**config.mk**
```make
export PLATFORM = sky130hd
export DESIGN_NAME = flow_key_extractor
export DESIGN_NICKNAME = d
export VERILOG_FILES = /design/src/rtl/flow_key_extractor_pkg.sv /design/src/rtl/flow_key_fifo.sv /design/src/rtl/flow_key_extractor.sv
export SDC_FILE = /design/constraint.sdc
export NUM_CORES = 1
export LEC_CHECK = 0
export ABC_AREA = 1
export CORE_ASPECT_RATIO = 1.4
export CORE_UTILIZATION = 23
export DETAILED_ROUTE_END_ITERATION = 6
export PLACE_DENSITY = 0.43
export SKIP_LAST_GASP = 1
export SYNTH_ARGS = -nofsm -noshare
export SYNTH_HDL_FRONTEND = slang
export SYNTH_SLANG_ARGS = --single-unit
```
**constraint.sdc**
```tcl
create_clock -name clk -period 15.8 [get_ports clk]
set_input_delay 3.16 -clock clk [delete_from_list [all_inputs] [get_ports clk]]
set_output_delay 3.16 -clock clk [all_outputs]
set_load 0.01 [all_outputs]
```
**src/rtl/flow_key_extractor_pkg.sv**
```systemverilog
// Shared constants, FSM state type and the packed flow-key record used by the
// extractor and by the classifier lookup side.
package flow_key_extractor_pkg;

  localparam logic [7:0]  IOQ_CTRL_DEF   = 8'hFF;
  localparam logic [15:0] ETHERTYPE_IPV4 = 16'h0800;
  localparam logic [7:0]  PROTO_TCP      = 8'd6;
  localparam logic [7:0]  PROTO_UDP      = 8'd17;
  localparam int          KEY_W          = 120;

  typedef enum logic [1:0] {
    S_IDLE = 2'd0,
    S_HDR  = 2'd1,
    S_DATA = 2'd2
  } state_t;

  // MSB-first layout; total width equals KEY_W
  typedef struct packed {
    logic [31:0] src_ip;
    logic [31:0] dst_ip;
    logic [15:0] src_port;
    logic [15:0] dst_port;
    logic [7:0]  proto;
    logic [15:0] ip_len;
  } flow_key_t;

endpackage

```
**src/rtl/flow_key_fifo.sv**
```systemverilog
// Synchronous key FIFO with occupancy count; head is shown from registered
// storage and reads as zero while empty.
module flow_key_fifo #(
  parameter int DEPTH = 4,
  parameter int WIDTH = 120
) (
  input  logic                       clk,
  input  logic                       reset,
  input  logic                       push,
  input  logic [WIDTH-1:0]           din,
  input  logic                       pop,
  output logic [WIDTH-1:0]           dout,
  output logic                       valid,
  output logic [$clog2(DEPTH):0]     count
);

  localparam int AW = $clog2(DEPTH);
  localparam logic [AW:0] FULL_CNT = (AW+1)'(DEPTH);

  logic [WIDTH-1:0] mem [DEPTH];
  logic [AW-1:0]    wr_ptr;
  logic [AW-1:0]    rd_ptr;
  logic             do_push;
  logic             do_pop;

  assign valid   = (count != '0);
  assign do_pop  = pop & valid;
  assign do_push = push & ((count != FULL_CNT) | do_pop);
  assign dout    = valid ? mem[rd_ptr] : '0;

  always_ff @(posedge clk) begin
    if (do_push) mem[wr_ptr] <= din;
  end

  always_ff @(posedge clk) begin
    if (reset) begin
      wr_ptr <= '0;
      rd_ptr <= '0;
      count  <= '0;
    end else begin
      if (do_push) wr_ptr <= wr_ptr + 1'b1;
      if (do_pop)  rd_ptr <= rd_ptr + 1'b1;
      case ({do_push, do_pop})
        2'b10:   count <= count + 1'b1;
        2'b01:   count <= count - 1'b1;
        default: count <= count;
      endcase
    end
  end

endmodule

```
**src/rtl/flow_key_extractor.sv**
```systemverilog
// 1-cycle pass-through stage that parses Ethernet/IPv4/L4 headers and queues
// one flow key per IPv4 packet on a valid/ready side channel.
//
// state  | meaning
// IDLE   | between packets, waiting for an IOQ module header
// HDR    | inside module headers of a packet
// DATA   | inside packet data words, idx counts words (saturates at 7)
module flow_key_extractor
  import flow_key_extractor_pkg::*;
#(
  parameter int         KEY_FIFO_DEPTH = 4,
  parameter logic [7:0] IOQ_CTRL       = IOQ_CTRL_DEF
) (
  input  logic        clk,
  input  logic        reset,
  input  logic [63:0] in_data,
  input  logic [7:0]  in_ctrl,
  input  logic        in_wr,
  output logic        in_rdy,
  output logic [63:0] out_data,
  output logic [7:0]  out_ctrl,
  output logic        out_wr,
  input  logic        out_rdy,
  output logic        key_valid,
  input  logic        key_rdy,
  output logic [31:0] key_src_ip,
  output logic [31:0] key_dst_ip,
  output logic [15:0] key_src_port,
  output logic [15:0] key_dst_port,
  output logic [7:0]  key_proto,
  output logic [15:0] key_ip_len,
  output logic [31:0] stat_pkts,
  output logic [31:0] stat_keys,
  output logic [31:0] stat_nokey
);

  localparam int CW = $clog2(KEY_FIFO_DEPTH) + 1;
  localparam logic [CW-1:0] RDY_MAX = CW'(KEY_FIFO_DEPTH - 2);

  state_t      state, state_next;
  logic [2:0]  idx, idx_next;
  logic        accept, sop, pkt_end, cap_en;
  logic        push_pend, key_push, got_key, is_ipv4, l4_ok;
  logic [15:0] ethertype, ip_len, sport, dport;
  logic [7:0]  ver_ihl, proto;
  logic [31:0] src_ip, dst_ip;
  logic [CW-1:0] fifo_count;
  flow_key_t   key_din, key_head;

  // Leaving room for one entry guarantees the deferred push always fits
  assign in_rdy = out_rdy & (fifo_count <= RDY_MAX);
  assign accept = in_wr & in_rdy;
  assign sop    = accept & (in_ctrl == IOQ_CTRL);

  always_ff @(posedge clk) begin
    if (reset) begin
      out_data <= '0;
      out_ctrl <= '0;
      out_wr   <= 1'b0;
    end else begin
      out_data <= in_data;
      out_ctrl <= in_ctrl;
      out_wr   <= accept;
    end
  end

  always_ff @(posedge clk) begin
    if (reset) begin
      state <= S_IDLE;
      idx   <= '0;
    end else begin
      state <= state_next;
      idx   <= idx_next;
    end
  end

  always_comb begin
    state_next = state;
    idx_next   = idx;
    pkt_end    = 1'b0;
    cap_en     = 1'b0;
    if (accept) begin
      case (state)
        S_IDLE: if (in_ctrl == IOQ_CTRL) state_next = S_HDR;
        S_HDR: begin
          if (in_ctrl == IOQ_CTRL) begin
            pkt_end = 1'b1;
          end else if (in_ctrl == 8'h00) begin
            state_next = S_DATA;
            idx_next   = 3'd1;
          end
        end
        S_DATA: begin
          if (in_ctrl == 8'h00) begin
            cap_en = 1'b1;
            if (idx != 3'd7) idx_next = idx + 3'd1;
          end else begin
            pkt_end    = 1'b1;
            state_next = (in_ctrl == IOQ_CTRL) ? S_HDR : S_IDLE;
          end
        end
        default: state_next = S_IDLE;
      endcase
    end
  end

  always_ff @(posedge clk) begin
    if (reset) begin
      ethertype <= '0;
      ver_ihl   <= '0;
      ip_len    <= '0;
      proto     <= '0;
      src_ip    <= '0;
      dst_ip    <= '0;
      sport     <= '0;
      dport     <= '0;
      push_pend <= 1'b0;
    end else begin
      push_pend <= cap_en & (idx == 3'd4);
      if (cap_en) begin
        case (idx)
          3'd1: begin
            ethertype <= in_data[31:16];
            ver_ihl   <= in_data[15:8];
          end
          3'd2: begin
            ip_len <= in_data[63:48];
            proto  <= in_data[7:0];
          end
          3'd3: begin
            src_ip        <= in_data[47:16];
            dst_ip[31:16] <= in_data[15:0];
          end
          3'd4: begin
            dst_ip[15:0] <= in_data[63:48];
            sport        <= in_data[47:32];
            dport        <= in_data[31:16];
          end
          default: ;
        endcase
      end
    end
  end

  assign is_ipv4  = (ethertype == ETHERTYPE_IPV4) & (ver_ihl[7:4] == 4'd4);
  assign l4_ok    = (ver_ihl == 8'h45) & ((proto == PROTO_TCP) | (proto == PROTO_UDP));
  assign key_push = push_pend & is_ipv4;

  assign key_din.src_ip   = src_ip;
  assign key_din.dst_ip   = dst_ip;
  assign key_din.src_port = l4_ok ? sport : 16'h0;
  assign key_din.dst_port = l4_ok ? dport : 16'h0;
  assign key_din.proto    = proto;
  assign key_din.ip_len   = ip_len;

  // A push landing on the same cycle as the next SOP belongs to the old packet
  always_ff @(posedge clk) begin
    if (reset) begin
      got_key    <= 1'b0;
      stat_pkts  <= '0;
      stat_keys  <= '0;
      stat_nokey <= '0;
    end else begin
      if (sop)           got_key <= 1'b0;
      else if (key_push) got_key <= 1'b1;
      if (sop)      stat_pkts <= stat_pkts + 32'd1;
      if (key_push) stat_keys <= stat_keys + 32'd1;
      if (pkt_end & ~(got_key | key_push)) stat_nokey <= stat_nokey + 32'd1;
    end
  end

  flow_key_fifo #(
    .DEPTH (KEY_FIFO_DEPTH),
    .WIDTH (KEY_W)
  ) u_key_fifo (
    .clk   (clk),
    .reset (reset),
    .push  (key_push),
    .din   (key_din),
    .pop   (key_rdy),
    .dout  (key_head),
    .valid (key_valid),
    .count (fifo_count)
  );

  assign key_src_ip   = key_head.src_ip;
  assign key_dst_ip   = key_head.dst_ip;
  assign key_src_port = key_head.src_port;
  assign key_dst_port = key_head.dst_port;
  assign key_proto    = key_head.proto;
  assign key_ip_len   = key_head.ip_len;

endmodule

```
### Word level (Yosys, flattened, before mapping)

Memories as Yosys holds them, arrays and structs flattened. A register that Yosys moved wholly into a read port is not among the register bits.
Index checks and enable logic that the tools add are counted.

| storage, ports and cells | value |
|---|---|
| bits in registers | 327 |
| latch bits | 0 |
| bits in writable memories | 480 |
| memory bits (read-only) | 0 |
| input bits | 77 |
| output and inout bits | 291 |
| word-level logic and storage cells | 106 |
| memories kept | 1 |

| operators by class | value |
|---|---|
| $add $sub $neg | 8 |
| $mul | 0 |
| div/mod/pow operators | 0 |
| $lt $le $gt $ge | 1 |
| equal/unequal tests | 22 |
| shift operators | 0 |
| muxes and demuxes | 26 |
| bitwise logic cells | 14 |
| reduce and logical (&&, ||, !) cells | 12 |

Memory list:

| name | words | bits a word | rd ports | clocked after memory_dff | wr ports | RTL line | source |
|---|---|---|---|---|---|---|---|
| u_key_fifo.mem | 4 | 120 | 1 | 1 | 1 | flow_key_fifo.sv:20 | `logic [WIDTH-1:0] mem [DEPTH];` |

Operator list:

| kind | number |
|---|---|
| $mux 120 | 1 |
| $add 32x1->32 const B | 3 |
| $mux 16 | 2 |
| $eq 16x12->1 const B | 1 |
| $mux 2 | 6 |
| $mux 3 | 4 |
| $ne 2x2->1 const B | 6 |
| $pmux 3 s2 | 2 |
| $and 1x1->1 | 10 |
| $mux 1 | 9 |
| $eq 8x3->1 const B | 1 |
| $eq 8x5->1 const B | 1 |
| $eq 8x7->1 const B | 1 |
| $eq 8x8->1 const B | 1 |
| $logic_not 8->1 | 1 |
| $reduce_and 2->1 | 4 |
| $add 3x1->3 const B | 2 |
| $eq 3x2->1 const B | 2 |
| $ne 3x3->1 const B | 2 |
| $pmux 2 s3 | 1 |
| $reduce_and 6->1 | 1 |
| $reduce_and 5->1 | 1 |
| $add 2x1->2 const B | 2 |
| $eq 2x1->1 const B | 2 |
| other kinds (13) | 17 |

### Logic depth before layout (Yosys ltp)

| logic depth | value |
|---|---|
| depth in word-level cells | 6 |
| mapped depth | 14 |
| gate-level depth less buffers | 14 |

### Cells and area by module

From an unflattened synthesis, not the netlist that was laid out.

| unflattened totals | value |
|---|---|
| cells, all modules | 3354 |
| area, all modules | 32466.1 µm² |

Modules (own cells, without submodules):

| module | times used | cells an instance | area an instance (µm²) | seq. area each (µm²) |
|---|---|---|---|---|
| flow_key_fifo | 1 | 1481 | 19040.8 | 14594.0 |
| flow_key_extractor | 1 | 1873 | 13425.4 | 6406.1 |

### Worst setup path before layout

Ideal clock, no wire load.

| timing | value |
|---|---|
| path kind | in2reg |
| from | in key_rdy |
| to | mem u_key_fifo.mem[0][0] (enable) |
| library setup time | 601 ps |
| arrival | 8405 ps |
| required time | 15199 ps |
| slack | 6794 ps |
| cell stages on the path | 4 |
| path buffers | 0 |
| cell sequence | inv_1 nand3_1 nand2_1 nor2_1 |

| between the ends | value |
|---|---|
| cells in the longest elaborated chain, start to end | 5 |

RTL lines:

| element | RTL line | source |
|---|---|---|
| start: declaration | flow_key_extractor.sv:25 | `input logic key_rdy,` |
| $and 1x1->1 | flow_key_fifo.sv:27 | `assign do_pop = pop & valid;` |
| $or 1x1->1 | flow_key_fifo.sv:28 | `assign do_push = push & ((count != FULL_CNT) \| do_pop);` |
| $and 1x1->1 | flow_key_fifo.sv:28 |  |
| $mux 1 | flow_key_fifo.sv:32 | `if (do_push) mem[wr_ptr] <= din;` |
| $mux 1 (not written as such) | flow_key_fifo.sv:32 |  |
| end: declaration | flow_key_fifo.sv:20 |  |

Every way passes these cells.

==> metrics.md <==
| Metric | Value |
|---|---|
| Die Y | `445 µm` |
| WS Path Type | `reg2out` |
| Post-Syn Area | `32,300 µm²` |
| Fin. max-slew vios | `0` |
| Max-slew headroom | `0.309` |
| Cts bufs inserted | `90` |
| Initial antenna violation count | `18` |
| WL per Instance | `20.1 µm` |
| HP Start | `u_key_fifo.rd_ptr[1]` |
| Skew final | `24.8 ps` |
| Nets | `3,795` |
| Gpl congestion | `0.780` |
| Startpoint types | `register` |
| Placed inst area | `37,800 µm²` |
| DP HPWL | `70,100 µm` |
| Most frequent cell after synthesis | `nor2_1` |
| Worst Path Buf+Inv | `4` |
| Detailed-route via count | `24,300` |
| Pin count of the biggest net entering global routing | `121` |
| Synth top cells by count | `nor2_1, edfxtp_1, o21ai_0, nand2_1, dfxtp_1` |
| Crit path max-delay family | `buffers and inverters` |
| Clock sinks | `809` |
| Ys flop type | `edfxtp_1` |
| Post-Route WL | `112,000 µm` |
| DP Cell Count | `5,411` |
| Leakage | `0.0140 µW` |
| Starting density of the core | `0.232` |
| Worst-Skew Late Latency | `690 ps` |
| DIE AREA | `142,000 µm²` |
| Die width | `319 µm` |
| Fin area | `40,700 µm²` |
| VDD IR-drop max | `0.0000686 V` |
| Proportion of layout cells with a drive suffix above 1 | `0.0490` |
| Power share of the combinational group | `0.023` |
| Synthesis Warnings | `0` |
| FF-to-FF Start | `ver_ihl[6]` |
| Cell area power density | `110 nW/µm²` |
| CP cell instances | `inv_6 -> buf_4 -> buf_4 -> o21ai_0 -> a21oi_1 -> clkdlybuf4s50_1` |
| Setup bufs post-CTS | `0` |
| Switching share of total power | `0.216` |
| Most frequent CP cell | `buf_4` |
| Min Hold Slack | `459 ps` |
| Final hold vios | `0` |
| First-pass GRT wire length | `163,000 µm` |
| Mapped Cells | `3,386` |
| H-tree levels | `3` |
| Post_cts resized | `0` |
| Final setup TNS | `0 ps` |
| Max Root-Sink Buffers | `3` |
| First drt pass iteration count | `5` |
| Remaining DRCs | `0` |
| Top Ports | `368` |
| Hold_buf cts | `0` |
| FMAX | `0.129 GHz` |
| Core area | `139,000 µm²` |
| Final setup violating endpoints | `0` |
| CTS tree | `built` |
| Yosys top cell by area | `edfxtp_1` |
| Sequential power share | `0.498` |
| Clock Power Share | `0.479` |
| Syn Nets | `3,482` |
| Worst hold path type | `reg2reg` |
| GRT Total Usage | `0.156` |
| Final Core Density | `0.292` |
| GRT overflow | `0` |
| Post-synth top area share | `0.446` |
| CTS Root Cell | `clkbuf_16` |
| Critical path peak fanout | `107` |
| Arrival time at the worst endpoint | `4590 ps` |
| Syn Area/Cell | `9.54 µm²` |
| Port Buffers | `367` |
| Slowest stage cell on the critical path | `buf_4` |
| Yosys cell types | `37` |
| Total internal power | `3500 µW` |
| Req. time, crit path | `12,640 ps` |
| Seq cells post-synth | `809` |
| Max-cap violations | `0` |
| Highest cell delay on the worst timing path | `700 ps` |
| Post-synthesis async set-or-reset flop share | `0` |
| Fin cells | `5,579` |
| Sequential element share of the synthesized area | `0.650` |
| Num rows | `162` |
| DR iter-0 viols | `1,185` |
| Synthesis-to-layout area growth | `26.1%` |
| Clock-pin slew on the worst setup and hold paths | `60 ps` |
| Crit path capture type | `primary output` |
| Final worst path period share | `0.491` |
| Worst-Margin Slew | `1040 ps` |
| Final Critical Period | `7750 ps` |
| Number of global-route vias before repair | `23,900` |
| Switch Pwr | `962 µW` |
| Routed Antenna Nets | `0` |
| Top post-synthesis cells by area | `edfxtp_1, dfxtp_1, nor2_1` |
| Routed vias/inst | `4.36` |
| Number of enable flip-flop cells after synthesis | `480` |
| Status | `complete, no violations` |
| RSZ-0062 raised after global routing | `no` |
[worst paths after layout]
path / cells after the start / endpoint / slack, ps
max: 6 / key_src_port[12] / 8050
min: 2 / register / 460
max reg2reg: 9 / u_key_fifo.mem[2][58] / 12510
min reg2reg: 2 / register / 460
[layout by cell type (no fill, tap or decap), types with 3 or more instances in the layout]
master	Yosys	routed
nor2_1	959	955
edfxtp_1	480	480
o21ai_0	386	386
clkdlybuf4s50_1	0	366
nand2_1	350	350
dfxtp_1	329	327
a21oi_1	291	291
inv_1	209	206
clkbuf_16	0	90
nand3_1	72	72
clkbuf_1	102	24
o21ai_1	23	23
buf_4	10	21
nand4_1	18	18
ha_1	18	18
nor3_1	15	15
xor2_1	15	15
nand3b_1	14	14
clkinv_2	0	12
clkbuf_8	0	12
clkinv_1	1	10
inv_6	0	8
nor2_4	4	8
bufinv_16	0	8
xnor2_1	5	5
buf_12	0	4
inv_2	4	3
nor2_2	3	3
o21bai_1	3	3
clkinv_8	0	3
[power by group through the flow]
stage | clock [µW] | combinational, µW | sequential, µW
2_1_floorplan | 0 | 27.1 | 2270
3_3_place_gp | 0 | 107 | 2270
3_5_place_dp | 0 | 106 | 2270
4_1_cts | 2210 | 107 | 2220
5_1_grt | 2280 | 111 | 2220
6_report | 2140 | 103 | 2220
[worst min-delay path, stage by stage, from the launching register on]
cell     delay (ps)
dfxtp_1         300
inv_1            50
a21oi_1          70
[layout make-up]
cell class | instances | area, µm²
clock inverters | 40 | 454
diodes | 2 | 5.00
multi-input cells | 2192 | 9760
fillers | 14500 | 98500
well taps | 1804 | 2260
flip-flops and latches | 809 | 21000
clock buffers | 126 | 2510
inverters | 214 | 823
repair buffers | 392 | 3910
[registers in the layout, summed over array words and instances, names as in the netlist, 2 cells and up, named ones only]
name / flops
u_key_fifo.mem: 480
out_data: 64
dst_ip: 32
src_ip: 32
stat_keys: 32
stat_nokey: 32
stat_pkts: 32
dport: 16
ethertype: 16
ip_len: 16
sport: 16
out_ctrl: 8
proto: 8
ver_ihl: 8
idx: 3
u_key_fifo.count: 3
state: 2
u_key_fifo.rd_ptr: 2
u_key_fifo.wr_ptr: 2
[cells by family after synthesis]
group,synth area share
buf+inv,0.0485
compound gates,0.110
flops,0.650
xor+xnor,0.00542
simple gates,0.178
fa+ha+maj,0.00759
[metal layers]
metal | global-route usage | vias to the layer above | part of all wire
met1 | 0.193 | 11700 | 0.44
met2 | 0.267 | 497 | 0.48
li1 | - | 11900 | -
met3 | 0.0390 | 148 | 0.059
met4 | 0.0432 | 30 | 0.021
met5 | 0 | - | 0.0016
[metrics by stage]
step | total power [µW] | setup WS [ps]
2_1_floorplan | 2300 | 6790
3_3_place_gp | 2370 | 8160
3_5_place_dp | 2370 | 8190
4_1_cts | 4540 | 7780
5_1_grt | 4620 | 7680
6_report | 4460 | 8050
No activity file was read; power rests on OpenSTA's default activity.
